--- config.mk ---
export PLATFORM = sky130hd
export DESIGN_NAME = hog_fetch_sched
export DESIGN_NICKNAME = d
export VERILOG_FILES = /design/src/rtl/hog_pkg.sv /design/src/rtl/hog_fetch_sched.sv
export SDC_FILE = /design/constraint.sdc
export NUM_CORES = 1
export LEC_CHECK = 0
export ABC_CLOCK_PERIOD_IN_PS = 4900
export BUFFER_PORTS_ARGS = -buffer_cell sky130_fd_sc_hd__buf_2
export CORE_MARGIN = 5
export CORE_UTILIZATION = 58
export DETAILED_ROUTE_END_ITERATION = 8
export PLACE_DENSITY = 0.83
export SYNTH_ARGS = -nofsm -noshare
export SYNTH_HDL_FRONTEND = slang
export SYNTH_SLANG_ARGS = --single-unit
--- constraint.sdc ---
create_clock -name clk -period 4.9 [get_ports clk]
set_input_delay 0.49 -clock clk [delete_from_list [all_inputs] [get_ports clk]]
set_output_delay 0.49 -clock clk [all_outputs]
set_load 0.03 [all_outputs]
--- src/rtl/hog_pkg.sv ---
// Shared geometry, state encoding and address helper for the HOG cell-fetch path.
// Frame geometry is in 8x8-pixel cells.
package hog_pkg;

    localparam int unsigned CELL_COLS = 40;
    localparam int unsigned CELL_ROWS = 30;
    localparam int unsigned ADDR_W    = 11;
    localparam int unsigned MAX_ADDR  = CELL_COLS * CELL_ROWS - 1;
    localparam int unsigned COL_W     = $clog2(CELL_COLS);

    localparam logic [1:0] ST_IDLE  = 2'd0;
    localparam logic [1:0] ST_RUN   = 2'd1;
    localparam logic [1:0] ST_DRAIN = 2'd2;

    typedef enum logic [1:0] {
        StIdle  = ST_IDLE,
        StRun   = ST_RUN,
        StDrain = ST_DRAIN
    } fetch_state_e;

    // Row-major linear cell address; fits ADDR_W bits at the default geometry.
    function automatic logic [ADDR_W-1:0] cell_addr(input logic [ADDR_W-1:0] row,
                                                    input logic [ADDR_W-1:0] col);
        return row * ADDR_W'(CELL_COLS) + col;
    endfunction

endpackage

--- src/rtl/hog_fetch_sched.sv ---
// Issues one cell fetch per cycle in row-major order, gated on line-buffer rows and on
// downstream FIFO credits; counts results back and pulses frame_done when the frame drains.
module hog_fetch_sched
    import hog_pkg::*;
#(
    parameter int unsigned ROW_W   = 5,
    parameter int unsigned CREDITS = 8,
    parameter int unsigned CRED_W  = 4
) (
    input  logic              clk,
    input  logic              rst,
    input  logic              frame_start,
    input  logic [ROW_W-1:0]  rows_avail,
    input  logic              credit_ret,
    input  logic              hog_valid,
    output logic              fetch_req,
    output logic [ADDR_W-1:0] fetch_addr,
    output logic              busy,
    output logic              frame_done,
    output logic              err_overrun
);

    localparam int unsigned ROWX_W = ROW_W + 1;

    fetch_state_e      state;
    logic [ROW_W-1:0]  row;
    logic [COL_W-1:0]  col;
    logic [CRED_W-1:0] credits;
    logic [CRED_W-1:0] in_flight;

    logic              last_row;
    logic              last_col;
    logic              last_cell;
    logic              row_ready;
    logic              issue;
    logic              ret_ok;
    logic              valid_ok;
    logic              overrun;
    logic [ROWX_W-1:0] rows_needed;
    logic [ADDR_W-1:0] cur_addr;

    always_comb begin
        last_row    = (row == ROW_W'(CELL_ROWS - 1));
        last_col    = (col == COL_W'(CELL_COLS - 1));
        cur_addr    = cell_addr(ADDR_W'(row), ADDR_W'(col));
        last_cell   = (cur_addr == ADDR_W'(MAX_ADDR));
        // A cell's window reaches into the row below, except on the bottom row.
        rows_needed = {1'b0, row} + ROWX_W'(2);
        row_ready   = ({1'b0, rows_avail} >= rows_needed) ||
                      (last_row && (rows_avail == ROW_W'(CELL_ROWS)));
        issue       = (state == StRun) && (credits != '0) && row_ready;
        ret_ok      = credit_ret && (credits != CRED_W'(CREDITS));
        valid_ok    = hog_valid && (in_flight != '0);
        // The frame_done cycle still belongs to the finishing frame.
        overrun     = frame_start && ((state != StIdle) || frame_done);
    end

    always_ff @(posedge clk or posedge rst) begin
        if (rst) begin
            state       <= StIdle;
            row         <= '0;
            col         <= '0;
            credits     <= CRED_W'(CREDITS);
            in_flight   <= '0;
            fetch_req   <= 1'b0;
            fetch_addr  <= '0;
            busy        <= 1'b0;
            frame_done  <= 1'b0;
            err_overrun <= 1'b0;
        end else begin
            fetch_req   <= issue;
            frame_done  <= 1'b0;
            err_overrun <= overrun;

            if (issue) begin
                fetch_addr <= cur_addr;
            end

            if (issue && !ret_ok) begin
                credits <= credits - CRED_W'(1);
            end else if (!issue && ret_ok) begin
                credits <= credits + CRED_W'(1);
            end

            if (issue && !valid_ok) begin
                in_flight <= in_flight + CRED_W'(1);
            end else if (!issue && valid_ok) begin
                in_flight <= in_flight - CRED_W'(1);
            end

            unique case (state)
                StIdle: begin
                    if (frame_start && !frame_done) begin
                        state <= StRun;
                        row   <= '0;
                        col   <= '0;
                        busy  <= 1'b1;
                    end
                end
                StRun: begin
                    if (issue) begin
                        if (last_cell) begin
                            state <= StDrain;
                        end
                        if (last_col) begin
                            col <= '0;
                            if (!last_row) begin
                                row <= row + ROW_W'(1);
                            end
                        end else begin
                            col <= col + COL_W'(1);
                        end
                    end
                end
                StDrain: begin
                    if (in_flight == '0) begin
                        state      <= StIdle;
                        busy       <= 1'b0;
                        frame_done <= 1'b1;
                    end
                end
                default: begin
                    state <= StIdle;
                end
            endcase
        end
    end

endmodule
==> flow_metrics.env <==
export IMPL_clock_path_buffers=2
export IMPL_tns_ps=0
export IMPL_syn_inst=216
export IMPL_slew_limit_headroom=0.516
export IMPL_ctsHtreeMaxLevel=2
export IMPL_initial_core_util=0.612
export IMPL_final_layout_size_suffix_gt1_frac=0.220
export IMPL_die_h_um=72.9
export IMPL_post_route_period_util=0.789
export IMPL_vias_per_cell=5.65
export IMPL_io_buffers=24
export IMPL_critical_path_class="reg2reg"
export IMPL_hold_ws_ps=289
export IMPL_grt_pass1_vias=1708
export IMPL_grt_pass1_wl_um=7510
export IMPL_multi_input_area_um2=1320
export IMPL_drt_wl_total_um=4230
export IMPL_path_max_fanout=26
export IMPL_cts_sinks=36
export IMPL_rrSetupSlack_ps=1030
export IMPL_rows=22
export IMPL_setup_ws_ps=1030
export IMPL_rsz0062_at_grt="no"
export IMPL_dp_hpwl_um=3200
export IMPL_die_x_um=72.9
export IMPL_cp_cell_sequence="ha_1 > inv_1 > ha_1 > a2111o_1 > a31oi_1 > or2_2 > a21oi_1 > nand2_1 > clkinv_1 > buf_4 > ha_1 > inv_1 > ha_1 > a21o_1 > a21oi_1 > xnor2_1 > nor2_1 > xor2_1"
export IMPL_cts_root_buf="clkbuf_8"
export IMPL_hp_class="in2async"
export IMPL_yosys_warnings=0
export IMPL_crit_end="in_flight[3]$_DFFE_PP0P_"
export IMPL_async_flop_share=1.00
export IMPL_grt_antenna_before_repair=0
export IMPL_critPathLaunchType="register"
export IMPL_fmax_mhz=259
export IMPL_synth_edf_count=0
export IMPL_p_leak_nw=1.23
export IMPL_critPathCaptureType="register"
export IMPL_dp_slack_ps=1050
export IMPL_drt_iter0_markers=50
export IMPL_cp_data_required_time_ps=5080
export IMPL_final_common_cell="dfrtp_1"
export IMPL_outcome="finished clean"
export IMPL_fill_cells=315
export IMPL_vias=1661
export IMPL_netlist_area_um2=2290
export IMPL_yosysSeqAreaShare=0.394
export IMPL_die_area_um2=5310
export IMPL_drcViolationCount=0
export IMPL_ys_flop_type="dfrtp_1"
export IMPL_stdcell_count=294
export IMPL_gp_congestion=0.913
export IMPL_synth_avg_cell_area_um2=10.6
export IMPL_power_total_mw=1.65
export IMPL_regArea_um2=902
export IMPL_overflow=0
export IMPL_rr_startpoint="row[1]$_DFFE_PP0P_"
export IMPL_dp_cells=286
export IMPL_drt_first_pass_iters=4
export IMPL_grt_start_max_net_pins=37
export IMPL_reg2reg_to="in_flight[3]$_DFFE_PP0P_"
export IMPL_cts_tree="built"
export IMPL_drv_cap=0
export IMPL_clk_latency_ps=290
export IMPL_syn_to_final_growth_pct=12.1
export IMPL_hold_violations=0
export IMPL_finalCriticalPeriod_ps=3870
export IMPL_grtUsageTotal=0.180
export IMPL_numCtsBuffers=5
export IMPL_cpMaxStageDelayCell="dfrtp_1"
export IMPL_cts_setup_buffers=0
export IMPL_finalSetupViolations=0
export IMPL_p_per_area_nw_per_um2=644
export IMPL_cts_hold_buffers_added=0
export IMPL_arrival_ps=4050
export IMPL_io_pins=25
export IMPL_synth_nets=254
export IMPL_diodes=0
export IMPL_wl_per_cell_um=14.4
export IMPL_crit_path_frequent_cell="ha_1"
export IMPL_final_antenna_net_count=0
export IMPL_postCtsResizedCells=0
export IMPL_path_clk_slew_ps=80
export IMPL_clock_skew_ps=6.73
export IMPL_ff2ff_path_depth=18
export IMPL_ir_drop_uv=370
export IMPL_final_cell_mix="dfrtp_1 (35), ha_1 (24), buf_2 (24)"
export IMPL_ys_ff_latch=36
export IMPL_worstMarginPinSlew_ps=716
export IMPL_drv_slew=0
export IMPL_nets=283
export IMPL_crit_start="row[1]$_DFFE_PP0P_"
export IMPL_slowest_delay_ps=510
export IMPL_core_um2=3740
export IMPL_ys_types=52
state kept, by name, summed over array words and instances (netlist names):
name	count
col	6
state	2
frame_done	1
err_overrun	1
busy	1
in_flight	4
fetch_req	1
credits	4
fetch_addr	11
row	5
Yosys cell counts (2+ instances only):
cell type,number,share of area
dfrtp_1,35,0.38
ha_1,24,0.13
nand2_1,17,0.028
xnor2_1,13,0.050
a21oi_1,12,0.026
nor2_1,12,0.020
inv_1,10,0.016
mux2_2,8,0.039
o21ai_0,8,0.017
nand3_1,7,0.015
xor2_1,6,0.023
a21o_1,5,0.016
fa_1,4,0.035
mux2i_1,3,0.013
nand3b_1,3,0.0098
nor2b_1,3,0.0082
nor3_1,3,0.0065
nor4b_1,3,0.011
or4b_2,3,0.013
buf_6,2,0.0098
clkbuf_1,2,0.0033
or2_2,2,0.0055
or3_1,2,0.0055
area by class of cell:
type	count	area share
Clock buffer	5	0.0268
Tap cell	48	0.0234
Inverter	11	0.0161
Clock inverter	3	0.0166
Timing Repair Buffer	26	0.0526
Sequential cell	36	0.351
Multi-Input combinational cell	165	0.513
power breakdown:
group,switching [mW],internal (mW)
sequential,0.120,0.425
combinational,0.463,0.383
clock,0.112,0.151
total,0.695,0.958
worst max-delay path: cells and delay by family (launching register included):
| family | cells | cell delay [ps] |
|---|---|---|
| AOI/OAI and AO/OA | 5 | 1030 |
| xor gates and xnor gates | 2 | 290 |
| adders and majority gates | 4 | 1120 |
| buffers and inverters | 4 | 440 |
| DFF | 1 | 510 |
| and+or+nand+nor | 3 | 360 |
layer usage:
metal	vias up	track usage	wire length, um
met5	-	0	0
met4	0	0.0553	51
met3	5	0.0482	166
met2	27	0.311	2140
met1	800	0.218	1870
li1	829	-	-
per-stage QoR:
step | instance area (um2) | util
CTS | 2570 | 0.686
global placement | 2460 | 0.656
floorplan | 2290 | -
finish | 2570 | 0.686
global route | 2570 | 0.686
detailed placement | 2460 | 0.656
logic make-up after synthesis:
logic type / after synthesis / synth area share
DFF: 36 / 0.394
AOI/OAI and AO/OA: 40 / 0.120
and+or+nand+nor: 67 / 0.165
buffers and inverters: 15 / 0.0311
xor gates and xnor gates: 19 / 0.0726
adders and majority gates: 28 / 0.166
muxes: 11 / 0.0524
worst min path at each step:
stage | startpoint | endpoint | slack, ps | depth (start not counted)
final | rst | err_overrun$_DFF_PP0_ | 290 | 3
after global routing | rst | err_overrun$_DFF_PP0_ | 340 | 3
after CTS | rst | credits[0]$_DFFE_PP0P_ | 300 | 3
after detailed placement | in_flight[3]$_DFFE_PP0P_ | in_flight[3]$_DFFE_PP0P_ | 460 | 1
after global placement | in_flight[3]$_DFFE_PP0P_ | in_flight[3]$_DFFE_PP0P_ | 460 | 1
after floorplan | in_flight[3]$_DFFE_PP0P_ | in_flight[3]$_DFFE_PP0P_ | 430 | 1
Note: power is estimated with default switching activity, not from simulation.
